### config.mk
export PLATFORM = sky130hd
export DESIGN_NAME = capture_sprite_bg
export DESIGN_NICKNAME = d
export VERILOG_FILES = /design/src/rtl/capture_sprite_bg.sv
export SDC_FILE = /design/constraint.sdc
export NUM_CORES = 1
export LEC_CHECK = 0
export BUFFER_PORTS_ARGS = -buffer_cell sky130_fd_sc_hd__buf_4
export CAP_MARGIN = 40
export CORE_ASPECT_RATIO = 1.75
export CORE_MARGIN = 2
export CORE_UTILIZATION = 42
export CTS_CLUSTER_DIAMETER = 60
export DETAILED_ROUTE_END_ITERATION = 16
export PLACE_DENSITY = 0.63
export SYNTH_ARGS = -nofsm -noshare
export SYNTH_HDL_FRONTEND = slang
export SYNTH_SLANG_ARGS = --single-unit
### constraint.sdc
create_clock -name Clock -period 15.2 [get_ports Clock]
set_input_delay 0.76 -clock Clock [delete_from_list [all_inputs] [get_ports Clock]]
set_output_delay 0.76 -clock Clock [all_outputs]
set_load 0.02 [all_outputs]
### src/rtl/capture_sprite_bg.sv
// capture_sprite_bg: copies a Width x Height screen region from the framebuffer
// read port into sprite/background memory, one pixel at a time, row-major.
// Pixels outside the visible screen are stored as the transparency colour.
module capture_sprite_bg #(
    parameter int         READ_LATENCY = 1,
    parameter int         SCREEN_W     = 160,
    parameter int         SCREEN_H     = 120,
    parameter logic [8:0] TRANSP       = 9'b100101110
) (
    input  logic        Clock,
    input  logic        Resetn,
    input  logic        Enable,
    input  logic [7:0]  Xin,
    input  logic [6:0]  Yin,
    input  logic [4:0]  Width,
    input  logic [4:0]  Height,
    input  logic [2:0]  Slot,
    input  logic [2:0]  Sel,
    input  logic [8:0]  FbData,
    output logic        FbRead,
    output logic [7:0]  Xout,
    output logic [6:0]  Yout,
    output logic [2:0]  MemSel,
    output logic [11:0] Address,
    output logic [8:0]  DataOut,
    output logic        WriteEn,
    output logic        Done
);

    typedef enum logic [2:0] {
        S_START = 3'd0,
        S_IDLE  = 3'd1,
        S_ISSUE = 3'd2,
        S_WAIT  = 3'd3,
        S_WRITE = 3'd4
    } state_t;

    state_t      r_state;
    state_t      w_next;

    logic [7:0]  r_xs;
    logic [6:0]  r_ys;
    logic [4:0]  r_ws;
    logic [4:0]  r_hs;
    logic [2:0]  r_ss;
    logic [4:0]  r_xoff;
    logic [4:0]  r_yoff;
    logic [1:0]  r_cnt;
    logic [8:0]  r_dout;

    logic [8:0]  w_xsum;
    logic [7:0]  w_ysum;
    logic        w_clip;
    logic        w_xlast;
    logic        w_ylast;
    logic        w_empty;
    logic        w_last_wait;

    // Unwrapped sums decide clipping; the wrapped low bits drive the read address.
    assign w_xsum      = {1'b0, r_xs} + {4'b0000, r_xoff};
    assign w_ysum      = {1'b0, r_ys} + {3'b000, r_yoff};
    assign w_clip      = (w_xsum >= 9'(SCREEN_W)) | (w_ysum >= 8'(SCREEN_H));
    assign w_xlast     = (r_xoff == (r_ws - 5'd1));
    assign w_ylast     = (r_yoff == (r_hs - 5'd1));
    assign w_empty     = (Width == 5'd0) | (Height == 5'd0);
    assign w_last_wait = (r_cnt == 2'd1);

    assign Xout    = w_xsum[7:0];
    assign Yout    = w_ysum[6:0];
    assign MemSel  = Sel;
    assign DataOut = r_dout;
    // Block base is Ss*Ws*Hs; all terms are taken modulo 4096.
    assign Address = 12'(r_xoff) + 12'(r_yoff) * 12'(r_ws)
                   + 12'(r_ss) * 12'(r_ws) * 12'(r_hs);

    // State register.
    always_ff @(posedge Clock or negedge Resetn) begin
        if (!Resetn) begin
            r_state <= S_START;
        end else begin
            r_state <= w_next;
        end
    end

    // Next-state decode: each pixel is ISSUE, READ_LATENCY WAIT cycles, WRITE.
    always_comb begin
        w_next = r_state;
        case (r_state)
            S_START: w_next = S_IDLE;
            S_IDLE:  if (Enable && !w_empty) w_next = S_ISSUE;
            S_ISSUE: w_next = S_WAIT;
            S_WAIT:  if (w_last_wait) w_next = S_WRITE;
            S_WRITE: w_next = (w_xlast && w_ylast) ? S_IDLE : S_ISSUE;
            default: w_next = S_START;
        endcase
    end

    // Output decode; purely from state so reset drops strobes immediately.
    always_comb begin
        FbRead  = 1'b0;
        WriteEn = 1'b0;
        Done    = 1'b0;
        case (r_state)
            S_IDLE:  Done    = 1'b1;
            S_ISSUE: FbRead  = ~w_clip;
            S_WRITE: WriteEn = 1'b1;
            default: ;
        endcase
    end

    // Region latch, offset walk, latency counter and captured pixel.
    always_ff @(posedge Clock or negedge Resetn) begin
        if (!Resetn) begin
            r_xs   <= '0;
            r_ys   <= '0;
            r_ws   <= '0;
            r_hs   <= '0;
            r_ss   <= '0;
            r_xoff <= '0;
            r_yoff <= '0;
            r_cnt  <= '0;
            r_dout <= '0;
        end else begin
            case (r_state)
                S_IDLE: begin
                    if (Enable) begin
                        r_xs   <= Xin;
                        r_ys   <= Yin;
                        r_ws   <= Width;
                        r_hs   <= Height;
                        r_ss   <= Slot;
                        r_xoff <= '0;
                        r_yoff <= '0;
                    end
                end
                S_ISSUE: r_cnt <= 2'(READ_LATENCY);
                S_WAIT: begin
                    r_cnt <= r_cnt - 2'd1;
                    if (w_last_wait) begin
                        r_dout <= w_clip ? TRANSP : FbData;
                    end
                end
                S_WRITE: begin
                    if (!w_xlast) begin
                        r_xoff <= r_xoff + 5'd1;
                    end else if (!w_ylast) begin
                        r_xoff <= '0;
                        r_yoff <= r_yoff + 5'd1;
                    end
                end
                default: ;
            endcase
        end
    end

endmodule

**Yosys cells after proc, flatten, opt, wreduce, memory -nomap -nowiden**

Index checks and enable logic that the tools add are counted.

- Register bits: 52
- Input port bits: 43
- Output and inout port bits: 42
- Word-level logic and storage cells: 69

- Add/sub/neg operators: 9
- $mul: 3
- Magnitude comparators: 2
- Equality and inequality tests: 13
- Mux-type cells: 16
- Bitwise logic cells: 3
- Reduce and logical (&&, ||, !) cells: 13

Operators with widths:

| kind | number |
|---|---|
| 2-to-1 mux 5 bit | 5 |
| case mux 5 bit (2 select lines) | 2 |
| case mux 3 bit (5 select lines) | 1 |
| adder 11 x 12 -> 12 bit | 1 |
| multiplier 8 x 5 -> 12 bit | 1 |
| adder 5 x 10 -> 11 bit | 1 |
| adder 5 x 1 -> 5 bit (second input constant) | 2 |
| == test 5 bit | 2 |
| zero test 5 bit | 2 |
| multiplier 5 x 5 -> 10 bit | 1 |
| inequality test 2 bit (second input constant) | 5 |
| subtractor 5 x 1 -> 5 bit (second input constant) | 2 |
| adder 8 x 5 -> 9 bit | 1 |
| >= comparator 9 x 8 -> 1 bit (second input constant) | 1 |
| 2-to-1 mux 9 bit | 1 |
| adder 7 x 5 -> 8 bit | 1 |
| >= comparator 8 x 7 -> 1 bit (second input constant) | 1 |
| multiplier 3 x 5 -> 8 bit | 1 |
| == test 3 x 2 -> 1 bit (second input constant) | 2 |
| 2-to-1 mux 3 bit | 2 |
| AND reduction 2 bit | 3 |
| case mux 2 bit (2 select lines) | 1 |
| AND reduction 4 bit | 1 |
| nonzero test 2 bit | 2 |
| 13 further kinds | 17 |

**Depth between registers and ports, before layout**

Gate-level depths: netlist (run 1).

- Word-level depth: 6
- Depth in mapped cells: 26
- Gate-level depth less buffers: 25

**Worst setup path before layout (run 1)**

Ideal clock, no wire load.

- Kind: flip-flop to output port
- Start point: reg r_ws[0]
- End point: out Address[11]
- Data arrival time: 6344 ps
- Data required time: 14440 ps
- Setup slack: 8096 ps
- Stages on the path, launching flop included: 24
- Path buffers: 1
- Cells stage by stage: dfrtp_1 clkbuf_1 and2_1 fa_1 ha_1 fa_1 xor2_1 nand2_1 fa_1 inv_1 fa_1 inv_1 fa_1 inv_1 fa_1 inv_1 fa_1 inv_1 ha_1 nand3_1 o211ai_1 o41ai_1 o21ai_0 xnor2_1

- Word-level cells in the longest chain between the ends: 3
- Elaborated cells between the ends (all ways): 5
- Classes of those cells: add/sub: 2; mul: 3

RTL lines:

| item | RTL line | RTL |
|---|---|---|
| from (decl) | 43 | `logic [4:0] r_ws;` |
| from (signal assigned) | 129 | `r_ws <= Width;` |
| multiplier 3 x 5 -> 8 bit or multiplier 5 x 5 -> 10 bit (tied branches) | 74, 73 |  |
| multiplier 8 x 5 -> 12 bit or adder 5 x 10 -> 11 bit (tied branches) | 74, 73 |  |
| adder 11 x 12 -> 12 bit (*) | 74 | `+ 12'(r_ss) * 12'(r_ws) * 12'(r_hs);` |
| to (decl) | 24 | `output logic [11:0] Address,` |

Mark *: on every way between the ends. The rest lies on a longest branch, timed or not.

**Worst setup path after layout (run 1)**

Same ends and word-level chain as after synthesis.

==> results of run 1 <==
==> layout by cell type, fill, tap and decap left out, types with 8 or more instances in the layout <==
master,n
ha_1,59
a21oi_1,18
and2_1,35
buf_4,79
xor2_1,11
fa_1,52
nor2_1,30
nand2_1,126
xnor2_1,27
dfrtp_1,52
o21ai_0,20
inv_1,113
nor3_1,8
nand3_1,13
==> worst max-delay path, delay by kind of cell (launching register included) <==
kind                       cells  cell delay [ps]
adders and majority gates      9             4010
xor gates and xnor gates       2              480
DFF                            1              500
and+or+nand+nor                3              470
AOI/OAI and AO/OA              3              850
buffers and inverters          6              400
==> cell families after synthesis <==
| kind of cell | after synthesis | synth area share |
|---|---|---|
| simple gates | 241 | 0.200 |
| buf+inv | 138 | 0.0973 |
| fa+ha+maj | 111 | 0.321 |
| compound gates | 70 | 0.0812 |
| flops | 52 | 0.235 |
| xor+xnor | 39 | 0.0641 |
| mux | 1 | 0.00203 |
==> per-stage QoR <==
step	total power, mW	hold WS, ps	area [sq um]	instances
after floorplan	0.147	452	5540	652
after global placement	0.159	468	6240	877
after detailed placement	0.159	474	6250	878
after CTS	0.298	491	6430	886
after global routing	0.303	517	6430	886
final	0.294	485	6430	886
==> cell type report <==
| cell class | instances | area, sq um | area share |
|---|---|---|---|
| Sequential cell | 52 | 1300 | 0.202 |
| Timing Repair Buffer | 80 | 608 | 0.0945 |
| Clock buffer | 7 | 153 | 0.0237 |
| Inverter | 113 | 424 | 0.0659 |
| Multi-Input combinational cell | 462 | 3700 | 0.576 |
| Tap cell | 171 | 214 | 0.0333 |
| Clock inverter | 1 | 30.0 | 0.00467 |
==> flip-flops by register name, summed over array words and instances (netlist names) <==
register  count
DataOut       9
r_xs          8
r_ys          7
r_hs          5
r_ws          5
r_xoff        5
r_yoff        5
r_ss          3
r_state       3
r_cnt         2
==> per-layer routing <==
| metal | vias to the layer above | global-route usage | wire length, um |
|---|---|---|---|
| li1 | 2166 | - | - |
| met1 | 2091 | 0.197 | 4740 |
| met2 | 96 | 0.384 | 7220 |
| met3 | 32 | 0.0227 | 418 |
| met4 | 0 | 0.0945 | 536 |
| met5 | - | 0 | 0 |
==> power breakdown <==
part	internal, mW	total (mW)	switching, mW
logic	0.00878	0.0162	0.00739
clock network	0.0868	0.138	0.0511
registers	0.140	0.140	0.000749
==> worst max-delay path by stage <==
| stage | endpoint | slack, ps |
|---|---|---|
| 5_1_grt | Address[11] | 6960 |
| 6_report | Address[11] | 7440 |
| 3_3_place_gp | Address[11] | 7850 |
| 2_1_floorplan | Address[11] | 8100 |
| 4_1_cts | Address[11] | 7350 |
| 3_5_place_dp | Address[11] | 7670 |
==> summary.md, run 1 <==
| Metric | Value |
|---|---|
| First-pass GRT wire length | 22.2 mm |
| Number of diodes | 0 |
| Rows | 55 |
| Post_cts resized | 0 |
| Crit share post-route | 0.510 |
| Synthesis warning total | 0 |
| Startpoint type of the worst setup path | register |
| Crit Path Category | reg -> out |
| CTS tree | yes |
| Placeable Area | 12900 sq um |
| Async SR Flop Fraction | 1.00 |
| Static leakage | 3.43 nW |
| Clock-pin slew on the worst setup and hold paths | 70 ps |
| Die X | 90.9 um |
| Setup violators final | 0 |
| # hold bufs at CTS | 0 |
| Area grow syn2layout | 16.0% |
| Initial antenna violation count | 0 |
| Req. time, crit path | 14440 ps |
| Wire length per cell | 14.6 um |
| Status | finished, final reports clean |
| Hold crit path type | reg -> reg |
| DR vias/cell | 4.95 |
| CTS Sinks | 52 |
| Fillers | 1319 |
| Mapped Cells | 652 |
| Most frequent CP cell | fa_1 |
| Vias in the first global route | 4849 |
| Max Slew Vio Count | 0 |
| Worst-path cell chain | and2_1 -> fa_1 -> ha_1 -> fa_1 -> xor2_1 -> nand2_1 -> fa_1 -> inv_1 -> fa_1 -> inv_1 -> fa_1 -> inv_1 -> fa_1 -> inv_1 -> fa_1 -> inv_1 -> ha_1 -> nand3_1 -> o211ai_1 -> o41ai_1 -> o21ai_0 -> xnor2_1 -> buf_4 |
| Synth area leader | dfrtp_1 |
| Layout cells sized above 1 | 0.127 |
| Main flop type after synthesis | dfrtp_1 |
| Initial Util | 0.429 |
| Rel. slew slack | 0.524 |
| Post-synth EDFFs | 0 |
| Register area share after synthesis | 0.235 |
| Fin Setup TNS | 0 ps |
| Overall routed net length | 12.9 mm |
| R2R Path End | DataOut[5] |
| Post-DP HPWL | 10.8 mm |
| Largest net degree at the start of global routing | 53 |
| Root Buffer | clkbuf_16 |
| Grt ovf | 0 |
| Top cells by area, synth | dfrtp_1, fa_1, ha_1, nand2_1, inv_1 |
| Max VDD drop | 82.3 uV |
| Critical path fanouts, max | 13 |
| Die Span Y | 156 um |
| Post-CTS setup buffers | 0 |
| CP max stage cell | fa_1 |
| CP startpoint | r_ws[0] |
| GP Congestion | 0.878 |
| Syn Area/Cell | 8.50 sq um |
| Netlist cell types | 47 |
| Die area | 14200 sq um |
| Worst setup margin | 7440 ps |
| Worst R2R Setup Slack | 12290 ps |
| PwrDens | 45.8 nW/um^2 |
| Util after Layout | 0.497 |
| Synthesized net count | 806 |
| DRC Markers | 0 |
| Peak Freq | 0.129 GHz |
| Final hold violation count | 0 |
| Most frequent cell after synthesis | nand2_1 |
| Slowest stage delay, CP | 540 ps |
| First DRT Iteration DRCs | 121 |
| Reg-to-reg critical path startpoint | r_xoff[0] |
| H-Tree Depth | 2 |
| Hold Crit Depth | 2 |
| CTS Buf Count | 5 |
| Max_cap viols | 0 |
| Top-area cell type share of the netlist area | 0.235 |
| Worst Tran Pin Value | 706 ps |
| #FFs+latches synth | 52 |
| RSZ-0062 raised after global routing | no |
| IO Pins | 85 |
| Pre-antenna DRT Iters | 4 |
| Min cycle time layout | 7760 ps |
| Final ANT Viol Nets | 0 |
| Mapped Area | 5540 sq um |
| Gr usage total | 0.194 |
| Clk Latency, worst-skew pair | 300 ps |
| DP Worst Slack | 7670 ps |
| CP Capture Type | output port |
| DR vias | 4385 |
| Worst path arrival time | 7000 ps |
| Hold EP | r_ys[0] |
| Cells on worst reg2reg path | 9 |
| Port buffer count | 78 |
| Clock skew | 6.22 ps |
| Nets | 868 |
| Hold Crit Start | r_ys[0] |
| Worst-case clock buffer depth | 2 |
| Commonest cells in the netlist | nand2_1, inv_1, ha_1 |
(Power assumes the default switching activity.)
==> run 2: changes to the inputs <==
Settings changed: ABC_AREA from default to 1, PLACE_DENSITY 0.63 to 0.62.
Clock period 15.2 ns to 7.4 ns, I/O delays scaled along.
==> summary.md, run 2 <==
| Metric | Value |
|---|---|
| Rows | 58 (+5.5%) |
| First-pass GRT wire length | 22.6 mm (+2.1%) |
| Register area share after synthesis | 0.215 (-0.0197) |
| Fin Setup TNS | 0 ps (unchanged) |
| # hold bufs at CTS | 0 (unchanged) |
| Max Slew Vio Count | 0 (unchanged) |
| Synthesized net count | 944 (+17%) |
| RSZ-0062 raised after global routing | no |
| Placeable Area | 14200 sq um (+9.9%) |
| Min cycle time layout | 6960 ps |
| Reg-to-reg critical path startpoint | r_xoff[0] |
| CP Capture Type | output port |
| Internal power | 0.476 mW (+100%) |
| CTS tree | yes |
| Largest register FFs | 9 (unchanged) |
| Rel. slew slack | 0.546 (+0.0218) |
| Main flop type after synthesis | dfrtp_1 |
| Async SR Flop Fraction | 1.00 (unchanged) |
| Clock share of power | 0.479 (+0.010) |
| Clock skew | 9.68 ps (+3.45 ps) |
| DRC Markers | 0 (unchanged) |
| Sw Share | 0.193 (-0.00804) |
| Comb pwr share | 0.039 (-0.016) |
| #FFs+latches synth | 52 (unchanged) |
| Final ANT Viol Nets | 0 (unchanged) |
| Commonest cells after routing, fill and taps aside | nand2_1, inv_1, buf_4, nor2_1, ha_1 |
| Req. time, crit path | 7030 ps (-7410 ps) |
| Post_cts resized | 0 (unchanged) |
| Grt ovf | 0 (unchanged) |
| Worst path arrival time | 6590 ps (-410 ps) |
| Port buffer count | 78 (unchanged) |
| Crit Path Category | reg -> out |
| Initial antenna violation count | 0 (unchanged) |
| Netlist cell types | 38 (-19%) |
| Initial Util | 0.426 (-0.00295) |
| Critical path fanouts, max | 11 (-2) |
| Nets | 1012 (+17%) |
| DR vias/cell | 4.69 (-5.3%) |
| Synth area leader | dfrtp_1 |
| Worst-case clock buffer depth | 2 (unchanged) |
| Post-synth EDFFs | 0 (unchanged) |
| Mapped Area | 6050 sq um (+9.2%) |
| Vias in the first global route | 5015 (+3.4%) |
| Hold crit path type | in -> async |
| Largest net degree at the start of global routing | 53 (unchanged) |
| Placed Area | 6750 sq um (+7.9%) |
| Crit share post-route | 0.940 |
| Top cells by area, synth | dfrtp_1, fa_1, ha_1, inv_1, nand2_1 |
| Pre-antenna DRT Iters | 4 (unchanged) |
| Worst Tran Pin Value | 682 ps (-23.8 ps) |
| Placed insts | 1031 (+17%) |
| Die area | 15400 sq um (+8.9%) |
| Setup violators final | 0 (unchanged) |
| Startpoint type of the worst setup path | register |
| Clock-pin slew on the worst setup and hold paths | 70 ps (about the same) |
| Overall routed net length | 13.6 mm (+4.9%) |
| CP startpoint | r_ws[0] |
| CTS Sinks | 52 (unchanged) |
| First DRT Iteration DRCs | 122 (+0.83%) |
| Mapped Cells | 790 (+21%) |
| Commonest cells in the netlist | inv_1, nand2_1, nor2_1 |
| Die Span Y | 163 um (+4.4%) |
| Syn Area/Cell | 7.66 sq um (-9.9%) |
| CTS Buf Count | 5 (unchanged) |
| Area grow syn2layout | 14.5% |
| H-Tree Depth | 2 (unchanged) |
| Flop pwr share | 0.482 (+0.005) |
| Static leakage | 4.04 nW (+18%) |
| Die X | 94.8 um (+4.3%) |
| Gr usage total | 0.186 (-0.00780) |
| PwrDens | 85.1 nW/um^2 (+86%) |
| Post-DP HPWL | 11.5 mm (+6.7%) |
| Wire length per cell | 13.0 um (-11%) |
| Root Buffer | clkbuf_16 |
| Post-CTS setup buffers | 0 (unchanged) |
| Peak Freq | 0.144 GHz |
| Fin area | 6930 sq um (+7.7%) |
| Post-Layout Cell Count | 1039 (+17%) |
| Synthesis warning total | 0 (unchanged) |
| Fillers | 1498 (+14%) |
| Max VDD drop | 130 uV (+58%) |
| Layout cells sized above 1 | 0.162 (+0.0345) |
| Final hold violation count | 0 (unchanged) |
| Number of diodes | 0 (unchanged) |
| Status | finished, final reports clean |
| Top-area cell type share of the netlist area | 0.215 (-0.0197) |
| Clk Latency, worst-skew pair | 300 ps (about the same) |
| Max_cap viols | 0 (unchanged) |
| GP Congestion | 0.834 (-5.1%) |
| DR vias | 4870 (+11%) |
| IO Pins | 85 (unchanged) |
| Switching pwr | 0.114 mW (+92%) |
-- run 2: layout make-up --
type | instances | area, sq um | share of cell area
inverter | 192 | 726 | 0.105
clock inverter | 1 | 30.0 | 0.00433
tap | 180 | 225 | 0.0325
multi-input combinational | 526 | 3870 | 0.559
sequential | 52 | 1300 | 0.188
clock buffer | 7 | 153 | 0.0220
timing repair buffer | 81 | 621 | 0.0895
-- run 2: final timing paths --
| check | endpoint | slack, ps | cells after the start |
|---|---|---|---|
| max in group asynchronous | r_ws[3] | 6790 | 1 |
| min in group Clock | r_ys[2] | 300 | 2 |
| worst min register to register | r_cnt[0] | 480 | 1 |
| worst max-delay path | Address[9] | 440 | 25 |
| worst max register to register | DataOut[8] | 5010 | 13 |
| worst min-delay path | r_xs[7] | 100 | 1 |
-- run 2: per-stage QoR --
step / power [mW] / worst slack [ps] / hold slack [ps] / util
detailed placement: 0.314 / 656 / 456 / 0.474
floorplan: 0.293 / 993 / 74.4 / -
global route: 0.608 / 94.5 / 168 / 0.487
global placement: 0.314 / 731 / 455 / 0.473
finish: 0.590 / 444 / 99.9 / 0.487
CTS: 0.598 / 331 / 136 / 0.487
-- run 2: per-layer routing --
metal / up-vias / part of all wire / wire length [um] / global-route usage
met5: - / 0 / 0 / 0
met2: 66 / 0.60 / 8190 / 0.390
met3: 13 / 0.023 / 307 / 0.0167
li1: 2496 / - / - / -
met4: 0 / 0.016 / 221 / 0.0520
met1: 2295 / 0.36 / 4830 / 0.182
-- run 2: logic make-up (layout without fill, tap and decap cells) --
group,count (synthesis),in the layout,share of synthesized area
muxes,13,13,0.0242
AOI/OAI and AO/OA,44,44,0.0393
buffers and inverters,212,281,0.145
xor gates and xnor gates,32,32,0.0463
and+or+nand+nor,326,326,0.236
DFF,52,52,0.215
adders and majority gates,111,111,0.294
-- run 2: power groups by stage --
stage	registers, mW	clock network [mW]	logic (mW)
floorplan	0.290	0	0.00357
global placement	0.290	0	0.0240
detailed placement	0.290	0	0.0240
CTS	0.284	0.290	0.0240
global route	0.284	0.298	0.0258
finish	0.284	0.282	0.0231
-- run 2: critical path: stages, from the launching register on --
cell	delay, ps
dfrtp_1	520
nand2_1	110
inv_1	60
fa_1	470
ha_1	240
fa_1	410
xor2_1	280
nand2_1	120
fa_1	520
inv_1	60
fa_1	490
inv_1	50
fa_1	470
inv_1	50
fa_1	530
inv_1	50
fa_1	520
inv_1	40
ha_1	370
a21oi_1	170
nand2_1	80
a21oi_1	200
nor2_1	70
nor2_1	110
xor2_1	150
buf_4	150
==> run 3: changes to the inputs <==
Settings changed: RECOVER_POWER from default to 50.
==> summary.md, run 3 (same netlist as run 2, synthesis figures left out) <==
| Metric | Value |
|---|---|
| Die area | 15400 sq um (unchanged) |
| Most frequent CP cell | fa_1 |
| Comb pwr share | 0.039 (about the same) |
| Final hold violation count | 0 (unchanged) |
| DRC Markers | 0 (unchanged) |
| Worst Tran Pin Value | 2860 ps (+2180 ps) |
| Peak Freq | 0.144 GHz (about the same) |
| Sw Share | 0.193 (-0.000266) |
| Clock share of power | 0.479 (about the same) |
| Clock-pin slew on the worst setup and hold paths | 70 ps (about the same) |
| Initial Util | 0.426 (unchanged) |
| Commonest non-fill, non-tap cell in the layout | nand2_1 |
| Hold crit path type | in -> reg |
| CTS Sinks | 52 (unchanged) |
| Critical path fanouts, max | 11 (unchanged) |
| Max Slew Vio Count | 96 (+96) |
| Worst path arrival time | 6580 ps (about the same) |
| Max VDD drop | 130 uV (about the same) |
| Max_cap viols | 2 (+2) |
| Grt ovf | 0 (unchanged) |
| Root Buffer | clkbuf_16 |
| Placed insts | 1031 (unchanged) |
| First DRT Iteration DRCs | 123 (+0.82%) |
| Static leakage | 3.99 nW (-1.1%) |
| H-Tree Depth | 2 (unchanged) |
| Die X | 94.8 um (unchanged) |
| Clock skew | 9.61 ps (-0.0631 ps) |
| Wire length per cell | 13.1 um (+0.15%) |
| Number of diodes | 0 (unchanged) |
| Top delay family on crit path | adder cells |
| Layout cells sized above 1 | 0.146 (-0.0163) |
| Crit share post-route | 0.940 (about the same) |
| CP max stage cell | fa_1 |
| Flop pwr share | 0.482 (about the same) |
| Pre-antenna DRT Iters | 4 (unchanged) |
| Gr usage total | 0.186 (unchanged) |
| Rows | 58 (unchanged) |
| # hold bufs at CTS | 0 (unchanged) |
| Status | finished with violations |
| Slowest stage delay, CP | 530 ps (about the same) |
| Startpoint type of the worst setup path | register |
| RSZ-0062 raised after global routing | no |
| IO Pins | 85 (unchanged) |
| CP Capture Type | output port |
| CTS Buf Count | 5 (unchanged) |
| DR vias/cell | 4.69 (+0.14%) |
| Overall routed net length | 13.6 mm (+0.15%) |
| GP Congestion | 0.834 (unchanged) |
| Post-DP HPWL | 11.5 mm (unchanged) |
| PwrDens | 85.9 nW/um^2 (+0.94%) |
| Fin Setup TNS | 0 ps (unchanged) |
| Buf/Inv on CP | 7 (unchanged) |
| Fillers | 1510 (+0.80%) |
| Clk Latency, worst-skew pair | 300 ps (about the same) |
| Port buffer count | 78 (unchanged) |
| Initial antenna violation count | 0 (unchanged) |
| Min cycle time layout | 6950 ps (-2.16 ps) |
| Final ANT Viol Nets | 0 (unchanged) |
| Vias in the first global route | 5015 (unchanged) |
| Req. time, crit path | 7030 ps (about the same) |
| First-pass GRT wire length | 22.6 mm (unchanged) |
| Worst-case clock buffer depth | 2 (unchanged) |
| Nets | 1012 (unchanged) |
| Largest net degree at the start of global routing | 53 (unchanged) |
| Post-Layout Cell Count | 1039 (unchanged) |
| Rel. slew slack | -0.906 (-1.45) |
| Crit Path Category | reg -> out |
| Failing checks | max-capacitance violations, max-slew violations |
| DR vias | 4877 (+0.14%) |
| Worst R2R Setup Slack | 4530 ps (-480 ps) |
| Placeable Area | 14200 sq um (unchanged) |
| Die Span Y | 163 um (unchanged) |
| Largest register FFs | 9 (unchanged) |
| Power Total | 0.589 mW (about the same) |
| Setup violators final | 0 (unchanged) |
| Area grow syn2layout | 13.4% |
| CTS tree | yes |
| Switching pwr | 0.114 mW (-0.22%) |
| Commonest cells after routing, fill and taps aside | nand2_1, inv_1, buf_4, nor2_1, ha_1 |
| Internal power | 0.475 mW (about the same) |
run 3: changes by cell type in the layout (fill, tap and decap cells not counted):
cell	before	now
buf_4	80	70
nor2_2	1	0
clkbuf_1	0	11
nor3_4	1	0
nor2_1	63	64
nand2_2	6	5
nor3_1	3	4
nand2_1	186	187
buf_12	1	0
run 3: per-layer routing:
layer  share of wire  up-vias  GRT usage
met5               0        -          0
met4           0.016        0     0.0520
met3           0.021       13     0.0167
met2            0.61       59      0.390
met1            0.36     2306      0.182
li1                -     2499          -
run 3: through the flow:
stage / utilization / hold slack [ps] / instance area, sq um / worst slack, ps
global placement: 0.473 / 455 / 6730 / 731
floorplan: - / 74.4 / 6050 / 993
CTS: 0.487 / 136 / 6930 / 331
detailed placement: 0.474 / 456 / 6750 / 656
global route: 0.482 / 306 / 6860 / 94.5
finish: 0.482 / 300 / 6860 / 446
run 3: power groups by stage:
stage	clock network, mW	registers [mW]	logic (mW)
2_1_floorplan	0	0.290	0.00357
3_3_place_gp	0	0.290	0.0240
3_5_place_dp	0	0.290	0.0240
4_1_cts	0.290	0.284	0.0240
5_1_grt	0.298	0.284	0.0255
6_report	0.282	0.284	0.0229
run 3: area by class of cell:
cell class / instances / area [sq um] / share of cell area
inverter: 192 / 726 / 0.106
tap: 180 / 225 / 0.0328
clock inverter: 1 / 30.0 / 0.00438
multi-input combinational: 526 / 3860 / 0.562
timing repair buffer: 81 / 567 / 0.0826
clock buffer: 7 / 153 / 0.0222
sequential: 52 / 1300 / 0.190
run 3: repair_timing:
action / CTS / global route
endpoints found under the setup margin: 0 / 2
resized for setup: 0 / 3
buffers inserted: 0 / 0
run 3: worst paths after layout:
check                           start         end  cells after the start
max                           r_ws[0]  Address[9]                     25
min                            Yin[2]     r_ys[2]                      2
max reg2reg                r_state[0]   r_yoff[0]                      8
min reg2reg                  r_cnt[0]    r_cnt[0]                      1
max in group asynchronous      Resetn     r_ws[3]                      1
min in group asynchronous      Resetn     r_xs[7]                      1
run 3: worst reg2reg max path, cell delays in order (launching register included):
cell,delay (ps)
dfrtp_1,380
inv_1,110
nor3_1,120
nand2_2,90
clkbuf_1,1370
nand2_2,350
nand3_2,250
nand2_1,70
nand2_1,70
